[src/rtl/instruction_fetch_stage.sv]
// Sequential instruction fetch: issues word requests, buffers in-order responses
// with their addresses, and streams one instruction per cycle. Optional FETCH_BYPASS_EN.
module instruction_fetch_stage #(
  parameter int                       instructionWidth = 32,
  parameter int                       addressSize      = 64,
  parameter logic [addressSize-1:0]   resetVector      = '0,
  parameter int                       fifoDepth        = 4
) (
  input  logic                        clock_i,
  input  logic                        resetn_i,
  input  logic                        stall_i,
  input  logic                        redirect_i,
  input  logic [addressSize-1:0]      redirectAddress_i,
  output logic                        memReq_o,
  output logic [addressSize-1:0]      memAddress_o,
  input  logic                        memReady_i,
  input  logic                        memValid_i,
  input  logic [instructionWidth-1:0] memData_i,
  output logic [instructionWidth-1:0] instruction_o,
  output logic [addressSize-1:0]      address_o,
  output logic                        enable_o
);

  localparam int PW = (fifoDepth > 1) ? $clog2(fifoDepth) : 1;
  localparam int CW = PW + 1;
  localparam int SW = CW + 1;

  logic [addressSize-1:0]      fetch_pc;
  logic [addressSize-1:0]      resp_pc;
  logic [CW-1:0]               outstanding;
  logic [CW-1:0]               discard;
  logic [CW-1:0]               fifo_count;
  logic [PW-1:0]               wr_ptr;
  logic [PW-1:0]               rd_ptr;
  logic [instructionWidth-1:0] word_mem [fifoDepth];
  logic [addressSize-1:0]      addr_mem [fifoDepth];

  logic [SW-1:0]               credit_used;
  logic [addressSize-1:0]      redirect_target;
  logic                        fire;
  logic                        fifo_empty;
  logic                        drop_resp;
  logic                        accept;
  logic                        bypass;
  logic                        push;
  logic                        pop;

  // Requests are only issued while every in-flight word is guaranteed a FIFO slot.
  assign credit_used     = SW'(outstanding) + SW'(fifo_count);
  assign memReq_o        = resetn_i && !redirect_i && (credit_used < SW'(fifoDepth));
  assign memAddress_o    = fetch_pc;
  assign fire            = memReq_o && memReady_i;
  assign redirect_target = {redirectAddress_i[addressSize-1:2], 2'b00};

  assign fifo_empty = (fifo_count == '0);
  assign drop_resp  = memValid_i && (discard != '0);
  assign accept     = memValid_i && (discard == '0) && !redirect_i;
`ifdef FETCH_BYPASS_EN
  assign bypass     = accept && fifo_empty && !stall_i;
`else
  assign bypass     = 1'b0;
`endif
  assign push       = accept && !bypass;
  assign pop        = !fifo_empty && !stall_i && !redirect_i;

  always_ff @(posedge clock_i or negedge resetn_i) begin
    if (!resetn_i) begin
      fetch_pc      <= resetVector;
      resp_pc       <= resetVector;
      outstanding   <= '0;
      discard       <= '0;
      fifo_count    <= '0;
      wr_ptr        <= '0;
      rd_ptr        <= '0;
      enable_o      <= 1'b0;
      instruction_o <= '0;
      address_o     <= '0;
      for (int i = 0; i < fifoDepth; i++) begin
        word_mem[i] <= '0;
        addr_mem[i] <= '0;
      end
    end else begin
      outstanding <= outstanding + CW'(fire) - CW'(memValid_i);
      enable_o    <= pop || bypass;

      if (redirect_i) begin
        // Every response still in flight belongs to the old stream, including
        // ones already marked for dropping, so the drop count becomes exactly
        // the in-flight count after this cycle's response.
        fetch_pc   <= redirect_target;
        resp_pc    <= redirect_target;
        discard    <= outstanding - CW'(memValid_i);
        fifo_count <= '0;
        wr_ptr     <= '0;
        rd_ptr     <= '0;
      end else begin
        if (fire) begin
          fetch_pc <= fetch_pc + addressSize'(4);
        end
        if (drop_resp) begin
          discard <= discard - CW'(1);
        end
        if (accept) begin
          resp_pc <= resp_pc + addressSize'(4);
        end
        if (push) begin
          word_mem[wr_ptr] <= memData_i;
          addr_mem[wr_ptr] <= resp_pc;
          wr_ptr           <= wr_ptr + PW'(1);
        end
        if (pop) begin
          rd_ptr <= rd_ptr + PW'(1);
        end
        fifo_count <= fifo_count + CW'(push) - CW'(pop);
      end

      if (pop) begin
        instruction_o <= word_mem[rd_ptr];
        address_o     <= addr_mem[rd_ptr];
      end else if (bypass) begin
        instruction_o <= memData_i;
        address_o     <= resp_pc;
      end
    end
  end

endmodule
[config.mk]
export PLATFORM = sky130hd
export DESIGN_NAME = instruction_fetch_stage
export DESIGN_NICKNAME = d
export VERILOG_FILES = /design/src/rtl/instruction_fetch_stage.sv
export SDC_FILE = /design/constraint.sdc
export NUM_CORES = 1
export LEC_CHECK = 0
export CORE_MARGIN = 1
export CORE_UTILIZATION = 32
export DETAILED_ROUTE_END_ITERATION = 8
export HOLD_SLACK_MARGIN = 0.06
export MAX_ROUTING_LAYER = met4
export SETUP_SLACK_MARGIN = 0.4
export SKIP_CTS_REPAIR_TIMING = 1
export SYNTH_ARGS = -nofsm -noshare
export SYNTH_HDL_FRONTEND = slang
export SYNTH_SLANG_ARGS = --single-unit
export TNS_END_PERCENT = 100
[constraint.sdc]
create_clock -name clock_i -period 9.15 [get_ports clock_i]
set_clock_uncertainty 0.2 [all_clocks]
set_input_delay 0.915 -clock clock_i [delete_from_list [all_inputs] [get_ports clock_i]]
set_output_delay 0.915 -clock clock_i [all_outputs]
set_load 0.02 [all_outputs]
Word-level counts from Yosys, hierarchy flattened
Index checks and enable logic that the tools add are counted.

cells by class
  add/sub/neg operators = 11
  $lt $le $gt $ge = 4
  muxes and demuxes = 23
  bitwise gates (word level) = 3
  reductions and logical operators = 20

operators with widths
  cell                                                                   number
  64-bit 2-to-1 mux                                                      7
  256-bit bitwise mux                                                    1
  64-bit by 3-bit adder with 64-bit output (second input constant)       2
  64-bit binary-select mux with 2-bit select                             1
  128-bit bitwise mux                                                    1
  64-bit demux with 2-bit select                                         1
  32-bit 2-to-1 mux                                                      3
  32-bit binary-select mux with 2-bit select                             1
  32-bit demux with 2-bit select                                         1
  1-bit logical AND                                                      9
  3-bit 2-to-1 mux                                                       3
  3-bit by 1-bit subtractor with 3-bit output                            3
  2-bit 2-to-1 mux                                                       4
  2-bit nonzero test                                                     4
  3-bit by 1-bit adder with 3-bit output                                 2
  3-bit >= comparator (second input constant)                            2
  3-bit zero test                                                        2
  2-bit inverter with 3-bit output                                       2
  2-bit by 1-bit adder with 2-bit output (second input constant)         2
  3-bit by 3-bit adder with 4-bit output                                 1
  4-bit by 3-bit < comparator with 1-bit output (second input constant)  1
  1-bit zero test                                                        3
  3-bit by 1-bit < comparator with 1-bit output (second input constant)  1
  3-bit nonzero test                                                     1
  3 further kinds                                                        3

storage, ports and cells
  flip-flop bits (word level) = 622
  input port bits = 102
  output and inout bits = 162
  word-level logic and storage cells = 79

Longest topological paths before layout
  word-level depth = 6
  gate-level depth with buffers = 14
  mapped depth without buffers = 12

Least setup slack after synthesis
Ideal clock, no wire load.

  kind = input to register
  start point = in redirect_i
  end point = reg outstanding[2]
  library setup time = 0.125 ns
  arrival = 3.250 ns
  required time = 8.825 ns
  setup slack = 5.575 ns
  cell stages on the path = 14
  buffers on the path = 4
  cells stage by stage = clkbuf_1 nor4_1 and4_1 buf_2 inv_2 clkbuf_1 clkbuf_1 ha_1 inv_1 ha_1 inv_1 fa_1 xnor2_1 xnor2_1

between the ends
  word-level cells in the longest chain between the ends = 6

RTL lines
  item                                         RTL line  RTL
  start, declared                              12        input logic redirect_i,
  1-bit zero test                              50        assign memReq_o = resetn_i && !redirect_i && (credit_used < SW'(fifoDepth));
  1-bit logical AND (2 in a row)               50
  1-bit logical AND                            52        assign fire = memReq_o && memReady_i;
  3-bit by 1-bit adder with 3-bit output       83        outstanding <= outstanding + CW'(fire) - CW'(memValid_i);
  3-bit by 1-bit subtractor with 3-bit output  83
  end signal, assigned                         83
  end, declared                                30        logic [CW-1:0] outstanding;

Every way passes these cells.
A chain may end at the register's enable or synchronous reset.

Final worst setup path
  start point = in resetn_i
  end point = out memReq_o

between the ends
  word-level cells in the longest chain between the ends = 2

RTL lines
  item                            RTL line  RTL
  start, declared                 10        input logic resetn_i,
  1-bit logical AND (2 in a row)  50
  end, declared                   14        output logic memReq_o,

Every way passes these cells.

==> results.txt <==
----------------------------------------------------
[Status]
  Run status ... finished clean

[Finish]
  Filler-free cell count of the finished design ... 3593
  Count of filler cells inserted in the layout ... 8202
  Most frequent standard cell in the layout excluding fill and tap cells ... sky130_fd_sc_hd__dfrtp_1
  Most used cells in the layout excluding fill and tap cells ... sky130_fd_sc_hd__dfrtp_1, sky130_fd_sc_hd__mux2_2, sky130_fd_sc_hd__clkdlybuf4s50_1, sky130_fd_sc_hd__nand2_1, sky130_fd_sc_hd__o21ai_0
  Layout cell share with drive strength beyond 1 ... 28.8%
  Area growth syn-to-layout ... 21.0%
  Post-layout net count ... 2500
  Area of all placed cells without fillers ... 34100 um^2

[Place]
  Post-DP Area ... 31800 um^2
  Minimum setup slack after placement ... 4.33 ns
  DP Cell Count ... 3463
  Count of input and output buffers ... 257
  Placed wire-length estimate after detailed placement ... 55.5 mm
  Final GP Congestion ... 0.858

[Floorplanning]
  Area inside the core boundary ... 87000 um^2
  Initial Utilization ... 32.4%
  Placement Rows ... 108
  Die Width ... 299 um
  I/O pin cnt ... 264
  Total Die Area ... 89300 um^2
  Die Height ... 299 um

[Clock network]
  Clock Sink Count ... 608
  Clock slew at the register clock pins of the worst setup and hold paths ... 0.05 ns
  Library cell used as clock root buffer ... sky130_fd_sc_hd__clkbuf_16
  Clock insertion delay at the later pin of the skew report ... 0.60 ns
  Cts bufs inserted ... 70
  Level count of the clock H-tree ... 3
  CTS tree ... yes
  Maximum buffer depth of the clock tree ... 3

[Synth]
  Yosys cell types ... 56
  Cell type with the largest total area after synthesis ... sky130_fd_sc_hd__dfrtp_1
  Seq/Total Area, Yosys ... 54.0%
  Simple-gate portion of the synthesized area ... 10.0%
  Share of Yosys cell area claimed by the top area cell type ... 54.0%
  Largest family of logic cells by synthesized area ... multiplexers
  Count of warnings emitted by yosys ... 0
  Prevailing post-synth register cell ... sky130_fd_sc_hd__dfrtp_1
  Cell area after synthesis ... 28200 um^2
  Mux cell area share after synthesis ... 25.7%
  Ranking of synthesized cells by area ... sky130_fd_sc_hd__dfrtp_1, sky130_fd_sc_hd__mux2_2, sky130_fd_sc_hd__mux4_2
  Complex-gate fraction of the synthesized area ... 4.59%
  Register bit count reported by yosys ... 608
  Adder-cell share of the synthesized area ... 0.852%
  Number of enable-type register cells in the synthesized netlist ... 0
  Share of flip-flops with an asynchronous set or reset after synthesis ... 100%
  Synthesized area per cell ... 12.9 um^2
  Xor and xnor fraction of the mapped netlist area ... 1.93%
  Number of instances in the synthesized netlist ... 2192

[Worst setup path]
  Endpoint class of the critical path ... output port
  Startpoint-to-endpoint class of the critical path ... in -> out
  Arrival @ worst endpoint ... 3.19 ns
  Required time at the endpoint of the critical path ... 8.04 ns
  CP Max Fanout ... 160
  Crit path launch type ... input port

[Power and ir drop]
  Pwr per Cell Area ... 275 nW/um^2
  Leakage power ... 0.0146 uW
  Pwr Total ... 9390 uW
  Largest vdd supply drop ... 149 uV

[Timing]
  Count of final hold-check violations ... 0
  Max-slew headroom ... 22.1%
  RSZ-0062 raised after global routing ... no
  Total count of max-transition violations in the final report ... 0
  Max Freq ... 232 MHz
  Setup TNS ... 0 ns
  Time the worst path needs with I/O delays and setup ... 4.31 ns
  Setup violators final ... 0
  Setup WS post-layout ... 4.84 ns
  Transition at the pin with the smallest max-transition slack ... 1.16 ns
  Part of the cycle the worst path needs ... 47.1%

[Global routing]
  Number of antenna violations at the first check in global routing ... 4
  Overflow after GRT ... 0
  Wire length of the first global-routing pass ... 127 mm
  Number of global-route vias before repair ... 20286
  Largest net degree at the start of global routing ... 163
  Overall routing resource usage ... 19.2%

[Route]
  Number of remaining DRC errors ... 0
  Initial DRC Count ... 1338
  Ratio of routed vias to standard cells ... 5.42
  Routed wire length per instance ... 22.9 um
  Number of search-and-repair iterations in the first detailed-routing pass ... 5
  Remaining antenna violation count after routing ... 0
  Wire length reported by the detailed router ... 82.4 mm
  Overall via count from detail_route ... 19491

[Run]
  Reported max-cap violation count ... 0

[Hold path]
  Class of the most critical hold timing path ... in -> async

----------------------------------------------------
-- layer usage --
layer  track usage (%)  share of wire, %  vias up
met3              2.83               5.2      132
met5                 -                 0        -
met4              5.05               2.0        0
li1                  -                 -     8492
met1              25.7                44    10267
met2              30.4                48      600
-- worst paths after layout --
check                              from            to  slack, ns  cells after the start
max                            resetn_i      memReq_o       4.84                      4
min                            resetn_i  word_mem[81]       0.07                      1
max reg2reg                  discard[0]  word_mem[41]       5.22                      7
min reg2reg                addr_mem[25]  addr_mem[25]       0.28                      2
max in group asynchronous      resetn_i  addr_mem[30]       5.62                      4
min in group clock_i       addr_mem[25]  addr_mem[25]       0.28                      2
-- final cells by class --
cell class	count	area, um^2	area share [%]
antenna	4	10.0	0.0293
clock buffer	106	2100	6.16
clock inverter	20	188	0.550
inverter	38	143	0.418
multi-input combinational	1379	12200	35.8
sequential	608	15200	44.6
tap	1155	1450	4.24
timing repair buffer	283	2800	8.19
-- per-stage QoR --
stage / hold slack [ns] / utilization (%)
6_report: 0.0658 / 39.2
5_1_grt: 0.106 / 39.2
4_1_cts: 0.0772 / 39.2
3_5_place_dp: 0.266 / 36.6
3_3_place_gp: 0.256 / 36.6
2_1_floorplan: 0.245 / -
-- logic make-up after synthesis --
kind of cell / count (synthesis)
buffers and inverters: 208
AO/OA/AOI/OAI: 210
adder cells (fa/ha/maj): 18
other: 1
XOR/XNOR: 62
AND/OR/NAND/NOR: 536
flip-flops: 608
multiplexers: 549
-- state kept, by name (all words and copies together), names as in the netlist --
register and flops:
enable_o 1, word_mem 128, discard 3, fifo_count 3
outstanding 3, addr_mem 248, instruction_o 32, memAddress_o 62
address_o 62, rd_ptr 2, resp_pc 62, wr_ptr 2
-- report_power, final --
group          total [uW]  internal [uW]  leakage, uW  switching [uW]
combinational        2670           1480      0.00561            1190
sequential           3930           3380      0.00789             546
clock                2790           1650      0.00114            1150
total                9390           6510       0.0146            2890
-- synth_stat cells, types with 3 or more instances --
cell type	count
sky130_fd_sc_hd__a21oi_1	21
sky130_fd_sc_hd__a22oi_1	8
sky130_fd_sc_hd__a31oi_1	20
sky130_fd_sc_hd__and2_1	3
sky130_fd_sc_hd__and3_1	27
sky130_fd_sc_hd__and4_1	7
sky130_fd_sc_hd__buf_1	36
sky130_fd_sc_hd__buf_2	15
sky130_fd_sc_hd__buf_4	4
sky130_fd_sc_hd__clkbuf_1	111
sky130_fd_sc_hd__dfrtp_1	608
sky130_fd_sc_hd__ha_1	16
sky130_fd_sc_hd__inv_1	35
sky130_fd_sc_hd__mux2_2	448
sky130_fd_sc_hd__mux2i_1	7
sky130_fd_sc_hd__mux4_2	94
sky130_fd_sc_hd__nand2_1	153
sky130_fd_sc_hd__nand2b_1	4
sky130_fd_sc_hd__nand3_1	88
sky130_fd_sc_hd__nand4_1	66
sky130_fd_sc_hd__nor2_1	46
sky130_fd_sc_hd__nor2b_1	7
sky130_fd_sc_hd__nor3_1	25
sky130_fd_sc_hd__nor3b_1	5
sky130_fd_sc_hd__nor4_1	37
sky130_fd_sc_hd__nor4b_1	5
sky130_fd_sc_hd__o211ai_1	34
sky130_fd_sc_hd__o21ai_0	95
sky130_fd_sc_hd__o311ai_0	13
sky130_fd_sc_hd__o31a_1	7
sky130_fd_sc_hd__o31ai_1	5
sky130_fd_sc_hd__or2_2	4
sky130_fd_sc_hd__or3_1	13
sky130_fd_sc_hd__or4_1	36
sky130_fd_sc_hd__xnor2_1	41
sky130_fd_sc_hd__xor2_1	21
-- worst max-delay path, stage by stage --
cell                              delay [ns]
sky130_fd_sc_hd__buf_8                  0.42
sky130_fd_sc_hd__buf_12                 0.69
sky130_fd_sc_hd__and3_1                 0.27
sky130_fd_sc_hd__clkdlybuf4s50_1        0.73
Power figures use the tool's default switching activity.
